File: src/rtl/riscv_pkg.sv
// Shared core definitions: data width, access-size encodings and LSU state type.
package riscv_pkg;

    localparam int XLEN = 32;

    localparam logic [1:0] SZ_BYTE = 2'b00;
    localparam logic [1:0] SZ_HALF = 2'b01;
    localparam logic [1:0] SZ_WORD = 2'b10;

    typedef enum logic [1:0] {
        LSU_IDLE = 2'd0,
        LSU_BUSY = 2'd1,
        LSU_DONE = 2'd2
    } lsu_state_e;

endpackage

File: src/rtl/load_align.sv
// Right-aligns the addressed byte/half/word of a bus read word and sign- or
// zero-extends it. Purely combinational so other read paths can reuse it.
module load_align
    import riscv_pkg::*;
(
    input  logic [XLEN-1:0] rdata_i,
    input  logic [1:0]      offset_i,
    input  logic [1:0]      size_i,
    input  logic            unsigned_i,
    output logic [XLEN-1:0] data_o
);

    logic [XLEN-1:0] shifted;
    logic            byte_sign;
    logic            half_sign;

    assign shifted   = rdata_i >> {offset_i, 3'b000};
    assign byte_sign = ~unsigned_i & shifted[7];
    assign half_sign = ~unsigned_i & shifted[15];

    always_comb begin
        case (size_i)
            SZ_BYTE: data_o = {{(XLEN-8){byte_sign}}, shifted[7:0]};
            SZ_HALF: data_o = {{(XLEN-16){half_sign}}, shifted[15:0]};
            default: data_o = shifted;
        endcase
    end

endmodule

File: src/rtl/load_store_unit.sv
// Data-memory load/store unit: one valid/ready bus transaction per accepted
// access, registered bus outputs, aligned load result and pipeline stall.
module load_store_unit
    import riscv_pkg::*;
(
    input  logic            clk_in,
    input  logic            rst_in,
    input  logic            mem_rd_req_in,
    input  logic            mem_wr_req_in,
    input  logic [1:0]      load_size_in,
    input  logic            load_unsigned_in,
    input  logic [XLEN-1:0] iadder_out_in,
    input  logic [XLEN-1:0] rs2_in,
    input  logic            misaligned_load_in,
    input  logic            misaligned_store_in,
    input  logic            trap_taken_in,
    output logic            dmem_req_out,
    output logic            dmem_we_out,
    output logic [XLEN-1:0] dmem_addr_out,
    output logic [XLEN-1:0] dmem_wdata_out,
    output logic [3:0]      dmem_wmask_out,
    input  logic            dmem_ready_in,
    input  logic [XLEN-1:0] dmem_rdata_in,
    output logic [XLEN-1:0] load_data_out,
    output logic            load_valid_out,
    output logic            stall_out
);

    lsu_state_e      state_q,     state_d;
    logic            req_q,       req_d;
    logic            we_q,        we_d;
    logic [XLEN-1:0] addr_q,      addr_d;
    logic [XLEN-1:0] wdata_q,     wdata_d;
    logic [3:0]      wmask_q,     wmask_d;
    logic [1:0]      size_q,      size_d;
    logic            uns_q,       uns_d;
    logic [1:0]      offset_q,    offset_d;
    logic            trap_seen_q, trap_seen_d;
    logic [XLEN-1:0] load_data_q, load_data_d;

    logic            access_ok;
    logic            accept;
    logic [3:0]      wmask_new;
    logic [XLEN-1:0] wdata_new;
    logic [XLEN-1:0] aligned_data;

    // A store wins when both requests are raised; either misaligned flag kills it.
    assign access_ok = mem_wr_req_in
                     ? (~misaligned_store_in & ~(mem_rd_req_in & misaligned_load_in))
                     : (mem_rd_req_in & ~misaligned_load_in);
    assign accept    = (state_q == LSU_IDLE) & ~trap_taken_in & access_ok;

    always_comb begin
        wmask_new = 4'b0000;
        wdata_new = rs2_in;
        case (load_size_in)
            SZ_BYTE: begin
                wmask_new = 4'b0001 << iadder_out_in[1:0];
                wdata_new = {4{rs2_in[7:0]}};
            end
            SZ_HALF: begin
                wmask_new = 4'b0011 << {iadder_out_in[1], 1'b0};
                wdata_new = {2{rs2_in[15:0]}};
            end
            default: begin
                wmask_new = 4'b1111;
                wdata_new = rs2_in;
            end
        endcase
    end

    load_align u_load_align (
        .rdata_i    (dmem_rdata_in),
        .offset_i   (offset_q),
        .size_i     (size_q),
        .unsigned_i (uns_q),
        .data_o     (aligned_data)
    );

    always_comb begin
        state_d     = state_q;
        req_d       = req_q;
        we_d        = we_q;
        addr_d      = addr_q;
        wdata_d     = wdata_q;
        wmask_d     = wmask_q;
        size_d      = size_q;
        uns_d       = uns_q;
        offset_d    = offset_q;
        trap_seen_d = trap_seen_q;
        load_data_d = load_data_q;
        case (state_q)
            LSU_IDLE: begin
                if (accept) begin
                    state_d     = LSU_BUSY;
                    req_d       = 1'b1;
                    we_d        = mem_wr_req_in;
                    addr_d      = {iadder_out_in[XLEN-1:2], 2'b00};
                    wdata_d     = wdata_new;
                    wmask_d     = mem_wr_req_in ? wmask_new : 4'b0000;
                    size_d      = load_size_in;
                    uns_d       = load_unsigned_in;
                    offset_d    = iadder_out_in[1:0];
                    trap_seen_d = 1'b0;
                end
            end
            LSU_BUSY: begin
                // A trap never aborts the bus cycle; it only drops the load result.
                if (trap_taken_in) begin
                    trap_seen_d = 1'b1;
                end
                if (dmem_ready_in) begin
                    state_d = LSU_DONE;
                    req_d   = 1'b0;
                    if (!we_q) begin
                        load_data_d = aligned_data;
                    end
                end
            end
            LSU_DONE: begin
                state_d = LSU_IDLE;
            end
            default: begin
                state_d = LSU_IDLE;
                req_d   = 1'b0;
            end
        endcase
    end

    always_ff @(posedge clk_in or posedge rst_in) begin
        if (rst_in) begin
            state_q     <= LSU_IDLE;
            req_q       <= 1'b0;
            we_q        <= 1'b0;
            addr_q      <= '0;
            wdata_q     <= '0;
            wmask_q     <= 4'b0000;
            size_q      <= SZ_BYTE;
            uns_q       <= 1'b0;
            offset_q    <= 2'b00;
            trap_seen_q <= 1'b0;
            load_data_q <= '0;
        end else begin
            state_q     <= state_d;
            req_q       <= req_d;
            we_q        <= we_d;
            addr_q      <= addr_d;
            wdata_q     <= wdata_d;
            wmask_q     <= wmask_d;
            size_q      <= size_d;
            uns_q       <= uns_d;
            offset_q    <= offset_d;
            trap_seen_q <= trap_seen_d;
            load_data_q <= load_data_d;
        end
    end

    assign dmem_req_out   = req_q;
    assign dmem_we_out    = we_q;
    assign dmem_addr_out  = addr_q;
    assign dmem_wdata_out = wdata_q;
    assign dmem_wmask_out = wmask_q;
    assign load_data_out  = load_data_q;
    // Stall drops in DONE so the stage advances while the result is presented.
    assign load_valid_out = (state_q == LSU_DONE) & ~we_q & ~trap_seen_q & ~trap_taken_in;
    assign stall_out      = accept | (state_q == LSU_BUSY);

endmodule

File: config.mk
export PLATFORM = sky130hd
export DESIGN_NAME = load_store_unit
export DESIGN_NICKNAME = d
export VERILOG_FILES = /design/src/rtl/riscv_pkg.sv /design/src/rtl/load_align.sv /design/src/rtl/load_store_unit.sv
export SDC_FILE = /design/constraint.sdc
export NUM_CORES = 1
export LEC_CHECK = 0
export ABC_AREA = 1
export CORE_MARGIN = 3
export CORE_UTILIZATION = 55
export DETAILED_ROUTE_END_ITERATION = 8
export DONT_BUFFER_PORTS = 1
export PLACE_DENSITY = 0.71
export SLEW_MARGIN = 20
export SYNTH_ARGS = -nofsm -noshare
export SYNTH_HDL_FRONTEND = slang
export SYNTH_SLANG_ARGS = --single-unit
File: constraint.sdc
create_clock -name clk_in -period 10.98 [get_ports clk_in]
set_input_delay 2.196 -clock clk_in [delete_from_list [all_inputs] [get_ports clk_in]]
set_output_delay 2.196 -clock clk_in [all_outputs]
set_load 0.01 [all_outputs]
Yosys cells after proc, flatten, opt, wreduce, memory -nomap -nowiden. Cells that the tools add are included.

Equal/unequal tests: 7. Shifts and indexed selects: 3. Multiplexer cells: 14. Bitwise gates (word level): 19. Reductions and logical operators: 9.

Operators with widths (count): $pmux W32 S2 (2); $shr A32 B5 Y32 (1); $and A1 B1 Y1 (10); $reduce_and A3 Y1 (3); $not A1 Y1 (8); $pmux W4 S2 (1); $eq A2 B1 Y1 const B (3); $logic_not A2 Y1 (3); $ne A2 B2 Y1 const B (3); $mux W1 (5); $mux W2 (2); $mux W4 (1); $pmux W2 S2 (1); $reduce_and A2 Y1 (2); $shl A1 B2 Y4 const A (1); $shl A2 B2 Y4 const A (1); $pmux W1 S3 (1); $eq A2 B2 Y1 const B (1); $pmux W1 S2 (1); $reduce_bool A2 Y1 (1); $or A1 B1 Y1 (1).

Flip-flop bits (word level): 108. Input port bits: 107. Output and inout port bits: 104. Word-level logic and storage cells: 63.

Logic depth before layout (Yosys ltp). Gate-level depths: netlist (run 1).

Depth in word-level cells: 7. Mapped depth: 10. Gate-level depth less buffers: 8.

Hierarchy. A second synthesis (run 1) with hierarchy kept.

Cell total of the unflattened synthesis: 743. Area, all modules: 5471.5 µm².

By module, submodules not included: load_store_unit (instances 1, cells each 569, area each 4568.1 µm², seq. area each 2702.6 µm²); load_align (instances 1, cells each 174, area each 903.4 µm², seq. area each 0.0 µm²).

Worst setup path before layout (run 1). Ideal clock, no wire load.

Path kind: input to output. Start point: in misaligned_store_in. End point: out stall_out. Arrival time: 2880 ps. Required time: 8784 ps. Path slack: 5904 ps. Stages on the path: 7. Path buffers: 2. Path through: nand2_1 > nand2_1 > nor3_2 > nand2_2 > buf_6 > buf_2 > nand2_1.

Longest elaborated chain between the ends: 5.

Ends and longest elaborated chain: start: declaration (RTL line load_store_unit.sv:15) `input logic misaligned_store_in,`; $not A1 Y1 (RTL line load_store_unit.sv:49) `? (~misaligned_store_in & ~(mem_rd_req_in & misaligned_load_in))`; $and A1 B1 Y1 (RTL line load_store_unit.sv:49); $mux W1 (RTL line load_store_unit.sv:49); $and A1 B1 Y1 (RTL line load_store_unit.sv:51) `assign accept = (state_q == LSU_IDLE) & ~trap_taken_in & access_ok;`; $or A1 B1 Y1 (RTL line load_store_unit.sv:166) `assign stall_out = accept | (state_q == LSU_BUSY);`; end: declaration (RTL line load_store_unit.sv:26) `output logic stall_out`.

Every way passes these cells.

Worst setup path after layout (run 1). Same ends and word-level chain as after synthesis.

==> flow_summary_export.csv, run 1 <==
group,metric,value,unit
grt,antenna_found_initial,0,
grt,grt_pass1_wl,21.81,mm
synthesis,syn-cell-area,0.005425,mm2
synthesis,synth_seq_cells,108,
synthesis,syn_avg_cell_area,7.504,um2
critical_path,cp.arrival,2.65,ns
layout,area_growth,2.122,%
floorplanning,die_y,105.3,um
critical_path,crit_type,"in -> out",
critical_path,crit_path_max_fanout,2,
critical_path,max_stage_delay,0.18,ns
synthesis,netlist_instances,723,
timing,max-slew-margin-rel,31.79,%
route,drc,0,
placed_design,port_buffers,0,
floorplanning,start_util,57.62,%
synthesis,synth_cell_types,26,
route,first_iter_violations,343,
outcome,status,"finished clean",
timing,period_needed,4.847,ns
layout,drive_above_1_share,6.705,%
floorplanning,die_area,0.01109,mm2
synthesis,ys_seq_area_share,49.82,%
pwr,vdd_drop_max,0.08700,mV
timing,rsz0062_at_grt,"no",
clock_tree,cts_buffers,9,
floorplanning,die_w,105.3,um
timing,fmax,206.3,MHz
clock_tree,cts_tree,"done",
timing,tightestPinTransition,1.023,ns
route,avgRoutedWirePerCell,15.94,um
clock_tree,clock-sinks,108,
pwr,p_leak,0.002982,uW
clock_tree,worstSkewPairLatency,0.36,ns
critical_path,cp.required,8.78,ns
pwr,power_density,229.2,mW/mm2
timing,setup_violations,0,
grt,grt.total_usage,24.37,%
layout,layout_common_cells,"303 x nand2_1, 108 x dfrtp_1, 56 x nand3_1, 52 x inv_1, 51 x nor2_1",
clock_tree,cts_max_level,3,
route,vias,4355,
clock_tree,cts.path.max_buffers,2,
min_path,hold_class,"reg -> reg",
layout,fill_cells,921,
floorplanning,io-pin-count,211,
critical_path,crit_top_cell,"nand2_1",
critical_path,reg2reg_slack,8.56,ns
pwr,report.power.total,1270,uW
timing,hold_viol_final,0,
critical_path,cp_slowest_cell,"nor3_2",
placed_design,hpwl,9.666,mm
layout,nets,803,
layout,diodes,0,
timing,whs,0.4947,ns
clock_tree,cts_setup_buffers,0,
clock_tree,cts-root-buf,"clkbuf_8",
synthesis,yosysWarnings,0,
clock_tree,cts-resized-gates,0,
timing,finalCritPeriodShare,44.14,%
route,ant_nets,0,
route,wl,13.23,mm
critical_path,path_cells,"nand2_1, nand2_1, nor3_2, nand2_4, nand2_1",
job,max_cap_viol_count,0,
placed_design,place_congestion,0.9171,
timing,maxSlewViolCount,0,
layout,final_util,58.84,%
route,routed_via_density,5.247,
grt,grt_overflow,0,
critical_path,end_kind,"primary output",
floorplanning,coreArea,0.009415,mm2
floorplanning,num_rows,35,
route,dr.pass1.iters,5,
layout,layout_commonest_cell,"nand2_1",
placed_design,placed_area,0.005333,mm2
layout,multiInputGateArea,0.002216,mm2
layout,regArea,0.002703,mm2
clock_tree,path_clk_slew,0.10,ns
grt,grt_max_degree,111,
timing,clock_skew,0.01404,ns
critical_path,start_kind,"input pin",
timing,fin_tns_setup,0,ns
clock_tree,cts_hold_buf,0,
layout,design_area,0.005540,mm2
grt,grt_pass1_vias,4305,
[cell families (layout without fill, tap and decap cells)]
kind of cell | Yosys count | after routing | share of synthesized area [%]
AOI/OAI and AO/OA | 64 | 64 | 6.135
buffers and inverters | 103 | 80 | 9.502
DFF | 108 | 108 | 49.82
other | 1 | 2 | 0.06912
and+or+nand+nor | 447 | 447 | 34.48
[registers in the layout (all words and copies together), names as in the netlist]
name,flops
uns_q,1
dmem_wmask_out,4
dmem_wdata_out,32
size_q,2
state_q,2
dmem_req_out,1
dmem_addr_out,30
load_data_out,32
offset_q,2
dmem_we_out,1
trap_seen_q,1
[cell usage after synthesis, drive strengths merged]
library cell | number | area, um2
a21oi | 19 | 95.09
and3 | 2 | 12.51
buf | 36 | 261.5
clkbuf | 5 | 18.77
conb | 1 | 3.750
dfrtp | 108 | 2703
inv | 62 | 235.2
nand2 | 306 | 1156
nand3 | 59 | 317.8
nor2 | 54 | 220.2
nor3 | 3 | 20.02
o211ai | 5 | 37.54
o21ai | 40 | 200.2
or2 | 23 | 143.9
[per-layer routing]
layer / wire (um) / vias up / global-route usage [%]
li1: - / 2162 / -
met3: 1309 / 15 / 7.961
met4: 154 / 0 / 6.560
met5: 0 / - / 0
met2: 6411 / 170 / 40.35
met1: 5352 / 2008 / 30.77
[report_power, final]
group          switching, uW  total (uW)  internal [uW]
Combinational            184         302            118
Sequential               181         715            534
Clock                    144         254            110
[worst max-delay path: cells and delay by family]
family	cells	cell delay, ns
AND/OR/NAND/NOR	5	0.45
[path summary, 6_finish.rpt]
kind / start / end / cells past startpoint
max reg2reg: state_q[1] / dmem_addr_out[5] / 8
min reg2reg: trap_seen_q / trap_seen_q / 2
max: misaligned_store_in / stall_out / 5
min: trap_seen_q / trap_seen_q / 2
max in group asynchronous: rst_in / dmem_wdata_out[31] / 2
min in group asynchronous: rst_in / dmem_addr_out[22] / 1
[area by class of cell]
class,count,area share [%]
flip-flops and latches,108,48.78
clock buffers,9,2.236
multi-input cells,513,40.00
inverters,62,4.291
repair buffers,2,0.2710
well taps,129,2.913
clock inverters,7,1.513
[per-stage QoR]
stage | instances | setup WS [ns]
2_1_floorplan | 724 | 5.904
6_report | 830 | 6.133
3_3_place_gp | 814 | 6.162
4_1_cts | 830 | 6.126
3_5_place_dp | 814 | 6.123
5_1_grt | 830 | 6.068
(Power assumes the default switching activity.)
==> run 2, diff against run 1 <==
Settings changed: ABC_AREA 1 to 0, PLACE_DENSITY 0.71 to 0.74.
Clock period 10.98 ns to 3.9 ns, I/O delays scaled along.
==> run 2 against run 1 <==
Effect of this change: via count shrank 26%; largest power group unchanged; critical path depth is 2 lower; largest cell class unchanged; highest routed layer unchanged; clock power grew to 2.7 times the previous value; utilization grew 2.6 points; synthesized area shrank 8.8%; power grew to 2.8 times the previous value; clock-buffer cell count is 3 higher.
==> flow_summary_export.csv, run 2 <==
group,metric,value,unit
grt,grt_pass1_vias,3288,
critical_path,crit_path_max_fanout,5,
clock_tree,cts_tree,"done",
layout,drive_above_1_share,18.65,%
pwr,power_density,681.7,mW/mm2
layout,stdcell_count,534,
layout,multiInputGateArea,0.002107,mm2
synthesis,synth_ff_type,"dfrtp_1",
layout,nets,531,
layout,fill_cells,715,
pwr,p_sw,1304,uW
synthesis,netlist_instances,436,
timing,clock_skew,0.01809,ns
timing,maxSlewViolCount,0,
critical_path,cp.required,3.12,ns
synthesis,yosysMostFrequentCell,"dfrtp_1",
critical_path,r2r_cells,4,
clock_tree,cts_hold_buf,0,
synthesis,syn-cell-area,0.004946,mm2
synthesis,ys_seq_area_share,54.64,%
synthesis,yosysTopAreaCell,"dfrtp_1",
placed_design,port_buffers,0,
floorplanning,die_area,0.01017,mm2
clock_tree,path_clk_slew,0.11,ns
grt,grt_overflow,0,
critical_path,cp.arrival,1.44,ns
timing,tightestPinTransition,1.019,ns
floorplanning,die_w,100.8,um
critical_path,crit_type,"reg -> out",
floorplanning,coreArea,0.008464,mm2
synthesis,async_flop_share,100.0,%
pwr,vdd_drop_max,0.3298,mV
timing,max-slew-margin-rel,32.05,%
pwr,report.power.total,3546,uW
route,vias,3244,
layout,regArea,0.002703,mm2
timing,fin_tns_setup,0,ns
synthesis,synth_top_cell_area_share,54.64,%
timing,period_needed,2.218,ns
critical_path,end_kind,"primary output",
outcome,status,"finished clean",
pwr,p_leak,0.002277,uW
route,dr.pass1.iters,4,
clock_tree,cts-resized-gates,0,
synthesis,synth_edf_count,0,
timing,fmax,450.9,MHz
pwr,pwr-share-comb,22.3,%
clock_tree,cts-root-buf,"clkbuf_8",
floorplanning,die_y,100.8,um
synthesis,syn_avg_cell_area,11.34,um2
placed_design,dp.cells,518,
placed_design,placed_area,0.004996,mm2
timing,hold_viol_final,0,
layout,final_util,61.45,%
grt,grt_max_degree,105,
critical_path,r2r_start,"offset_q[1]",
clock_tree,cts_buffers,9,
clock_tree,worstSkewPairLatency,0.36,ns
grt,antenna_found_initial,0,
clock_tree,cts_setup_buffers,0,
synthesis,synth_cell_types,37,
floorplanning,num_rows,33,
layout,area_growth,5.161,%
timing,setup_violations,0,
synthesis,synth_seq_cells,108,
route,routed_via_density,6.075,
pwr,p_int,2242,uW
layout,layout_commonest_cell,"dfrtp_1",
placed_design,hpwl,8.501,mm
timing,finalCritPeriodShare,56.87,%
min_path,hold_class,"in -> async",
clock_tree,clock-sinks,108,
critical_path,start_kind,"register",
route,first_iter_violations,146,
grt,grt_pass1_wl,17.66,mm
pwr,p_seq_share,58.5,%
pwr,clkPwrFrac,19.2,%
pwr,swShare,36.76,%
route,drc,0,
critical_path,critPathLaunch,"state_q[1]",
floorplanning,start_util,58.43,%
route,wl,11.51,mm
synthesis,ys_top_cells_by_area,"dfrtp_1 55%, mux2_2 11%, mux2i_1 8.1%, o21ai_0 4.4%, nand2_1 3.3%",
job,max_cap_viol_count,0,
layout,layout_common_cells,"108 x dfrtp_1, 50 x mux2_2, 43 x nand2_1, 43 x o21ai_0, 40 x mux2i_1",
floorplanning,io-pin-count,211,
route,avgRoutedWirePerCell,21.56,um
clock_tree,cts.path.max_buffers,2,
synthesis,yosysWarnings,0,
layout,diodes,0,
timing,rsz0062_at_grt,"no",
clock_tree,cts_max_level,3,
layout,design_area,0.005201,mm2
route,ant_nets,0,
grt,grt.total_usage,22.46,%
synthesis,synth_common_cells,"108 x dfrtp_1, 50 x mux2_2, 43 x nand2_1, 43 x o21ai_0, 40 x mux2i_1",
placed_design,place_congestion,0.8407,
## run 2: cell families after synthesis
| logic type | share of synthesized area (%) |
|---|---|
| buffers and inverters | 3.111 |
| AOI/OAI and AO/OA | 13.76 |
| DFF | 54.64 |
| muxes | 19.93 |
| other | 0.07582 |
| and+or+nand+nor | 8.475 |
## run 2: area by class of cell
type | instances | area share [%]
Clock buffer | 12 | 3.175
Clock inverter | 4 | 0.7698
Inverter | 4 | 0.3368
Multi-Input combinational cell | 296 | 40.51
Sequential cell | 108 | 51.96
Tap cell | 105 | 2.526
Timing Repair Buffer | 5 | 0.7217
## run 2: final timing paths
check / slack, ns / end
setup / recovery: 1.68 / stall_out
hold / removal: 0.40 / dmem_addr_out[22]
setup reg to reg: 1.72 / load_data_out[31]
hold reg to reg: 0.53 / trap_seen_q
max in group asynchronous: 2.61 / dmem_addr_out[7]
min in group clk_in: 0.53 / trap_seen_q
## run 2: worst max-delay path: stages (launching register included)
cell and delay, ns:
dfrtp_1 0.43, nor3_1 0.37, o211ai_4 0.13, nand2_1 0.15
## run 2: metal layers
metal | share of wire (%) | up-vias | global-route usage, %
li1 | - | 1508 | -
met1 | 37 | 1575 | 26.45
met2 | 51 | 152 | 38.38
met3 | 11 | 9 | 9.550
met4 | 0.85 | 0 | 4.767
met5 | 0 | - | 0
## run 2: per-stage QoR
step / setup slack (ns) / hold slack [ns]
after floorplan: 0.2744 / 0.4638
after global placement: 1.595 / 0.4798
after detailed placement: 1.554 / 0.5134
after CTS: 1.640 / 0.4287
after global routing: 1.502 / 0.4288
final: 1.682 / 0.4002
## run 2: power groups by stage
stage,clock (uW),sequential [uW],combinational (uW)
finish,680,2070,791
global route,741,2140,901
CTS,701,2090,799
detailed placement,0,2110,800
global placement,0,2100,759
floorplan,0,1950,724
==> run 3, diff against run 2 <==
Settings changed: PLACE_DENSITY 0.74 to 0.71.
Clock period 3.9 ns to 2.2 ns, I/O delays scaled along.
==> run 3 against run 2 <==
Effect of this change: final cell count is 0.94% higher; via count is 0.37% lower; cell area grew 1.0%; first-iteration DRC count shrank 6.2%; combinational power is 86% higher; sequential share of layout area fell by 0.52 points; register-to-register slack got worse by 1.2 ns; critical path depth is the same; clock skew down 0.0030 ns; critical path type unchanged; largest cell class unchanged.
==> flow_summary_export.csv, run 3 (synthesis gave the netlist of run 2 again) <==
group,metric,value,unit
critical_path,crit_path_max_fanout,5,
outcome,status,"finished clean",
timing,maxSlewViolCount,0,
timing,rsz0062_at_grt,"no",
timing,fmax,526.7,MHz
grt,top_usage_layer,"met2",
pwr,power_density,1196,mW/mm2
floorplanning,start_util,58.43,%
grt,grt_pass1_wl,17.38,mm
grt,grt.total_usage,22.24,%
timing,clock_skew,0.01513,ns
job,max_cap_viol_count,0,
critical_path,crit_buf_inv,0,
min_path,hold_class,"in -> async",
grt,grt_overflow,0,
floorplanning,num_rows,33,
timing,max-slew-margin-rel,60.48,%
grt,grt_pass1_vias,3255,
placed_design,port_buffers,0,
critical_path,end_kind,"primary output",
clock_tree,cts_tree,"done",
floorplanning,die_y,100.8,um
pwr,p_leak,0.002301,uW
floorplanning,die_w,100.8,um
grt,grt_max_degree,109,
placed_design,hpwl,8.543,mm
critical_path,crit_family,"simple AND/OR/NAND/NOR gates",
floorplanning,io-pin-count,211,
layout,area_growth,6.223,%
clock_tree,cts.path.max_buffers,2,
pwr,vdd_drop_max,0.5656,mV
layout,nets,536,
clock_tree,path_clk_slew,0.10,ns
layout,fill_cells,693,
timing,tightestPinTransition,0.5927,ns
critical_path,cp.required,1.76,ns
placed_design,place_congestion,0.8581,
timing,fin_tns_setup,0,ns
critical_path,cp.arrival,1.46,ns
critical_path,path_cells,"nor3_1, o211ai_4, nand2_1",
route,routed_via_density,5.996,
critical_path,cp_slowest_cell,"dfrtp_1",
layout,drive_above_1_share,19.59,%
route,first_iter_violations,137,
grt,met3_usage,10.45,%
clock_tree,cts-resized-gates,0,
grt,grt_util_met1,25.07,%
placed_design,placed_area,0.005060,mm2
critical_path,crit_type,"reg -> out",
critical_path,max_stage_delay,0.43,ns
clock_tree,cts-root-buf,"clkbuf_8",
route,ant_nets,0,
grt,antenna_found_initial,0,
pwr,report.power.total,6282,uW
route,drc,0,
layout,design_area,0.005254,mm2
route,dr.pass1.iters,4,
timing,whs,0.05595,ns
grt,met2_usage,37.37,%
timing,setup_violations,0,
clock_tree,cts_setup_buffers,0,
floorplanning,coreArea,0.008464,mm2
route,wl,11.52,mm
layout,layout_commonest_cell,"dfrtp_1",
route,vias,3232,
clock_tree,cts_buffers,9,
critical_path,start_kind,"register",
clock_tree,cts_max_level,3,
layout,layout_common_cells,"108 x dfrtp_1, 50 x mux2_2, 43 x nand2_1, 43 x o21ai_0, 40 x mux2i_1",
layout,diodes,0,
clock_tree,worstSkewPairLatency,0.36,ns
route,avgRoutedWirePerCell,21.37,um
clock_tree,cts_hold_buf,0,
floorplanning,die_area,0.01017,mm2
timing,finalCritPeriodShare,86.30,%
timing,hold_viol_final,0,
critical_path,reg2reg_slack,0.51,ns
clock_tree,clock-sinks,108,
timing,period_needed,1.899,ns
run 3: changes by cell type in the layout (fill, tap and decap cells not counted), sizes merged:
| cell | previous run | this run |
|---|---|---|
| inv | 6 | 5 |
| clkbuf | 12 | 11 |
| clkinvlp | 0 | 1 |
| clkinv | 2 | 3 |
| buf | 5 | 10 |
run 3: final timing paths:
| path | from | to | cells after the start |
|---|---|---|---|
| max reg2reg | offset_q[0] | load_data_out[20] | 4 |
| min | rst_in | load_data_out[21] | 2 |
| min reg2reg | trap_seen_q | trap_seen_q | 2 |
| max in group asynchronous | rst_in | dmem_addr_out[11] | 2 |
| min in group clk_in | dmem_ready_in | state_q[0] | 1 |
| max | state_q[1] | stall_out | 3 |
run 3: layout make-up:
class	instances	area, um2	area share, %
Clock buffer	11	151.4	2.882
Clock inverter	5	42.54	0.8097
Inverter	4	18.77	0.3572
Multi-Input combinational cell	296	2107	40.10
Sequential cell	108	2703	51.44
Tap cell	105	131.4	2.501
Timing Repair Buffer	10	100.1	1.905
run 3: stage by stage:
| step | instances | util, % | setup WS (ns) |
|---|---|---|---|
| 2_1_floorplan | 437 | - | 0.4585 |
| 3_3_place_gp | 523 | 59.78 | 0.5787 |
| 3_5_place_dp | 523 | 59.78 | 0.5233 |
| 4_1_cts | 539 | 62.07 | 0.2740 |
| 5_1_grt | 539 | 62.07 | 0.2217 |
| 6_report | 539 | 62.07 | 0.3014 |
run 3: where the power goes:
| group | internal [uW] | total (uW) | leakage [uW] | switching, uW |
|---|---|---|---|---|
| clock network | 489 | 1160 | 0.000102 | 674 |
| logic | 768 | 1470 | 0.000903 | 698 |
| registers | 2720 | 3650 | 0.00130 | 936 |
run 3: metal layers:
metal  vias up  wire length [um]
li1       1514                 -
met1      1554              4167
met2       148              5790
met3        16              1359
met4         0               200
met5         -                 0
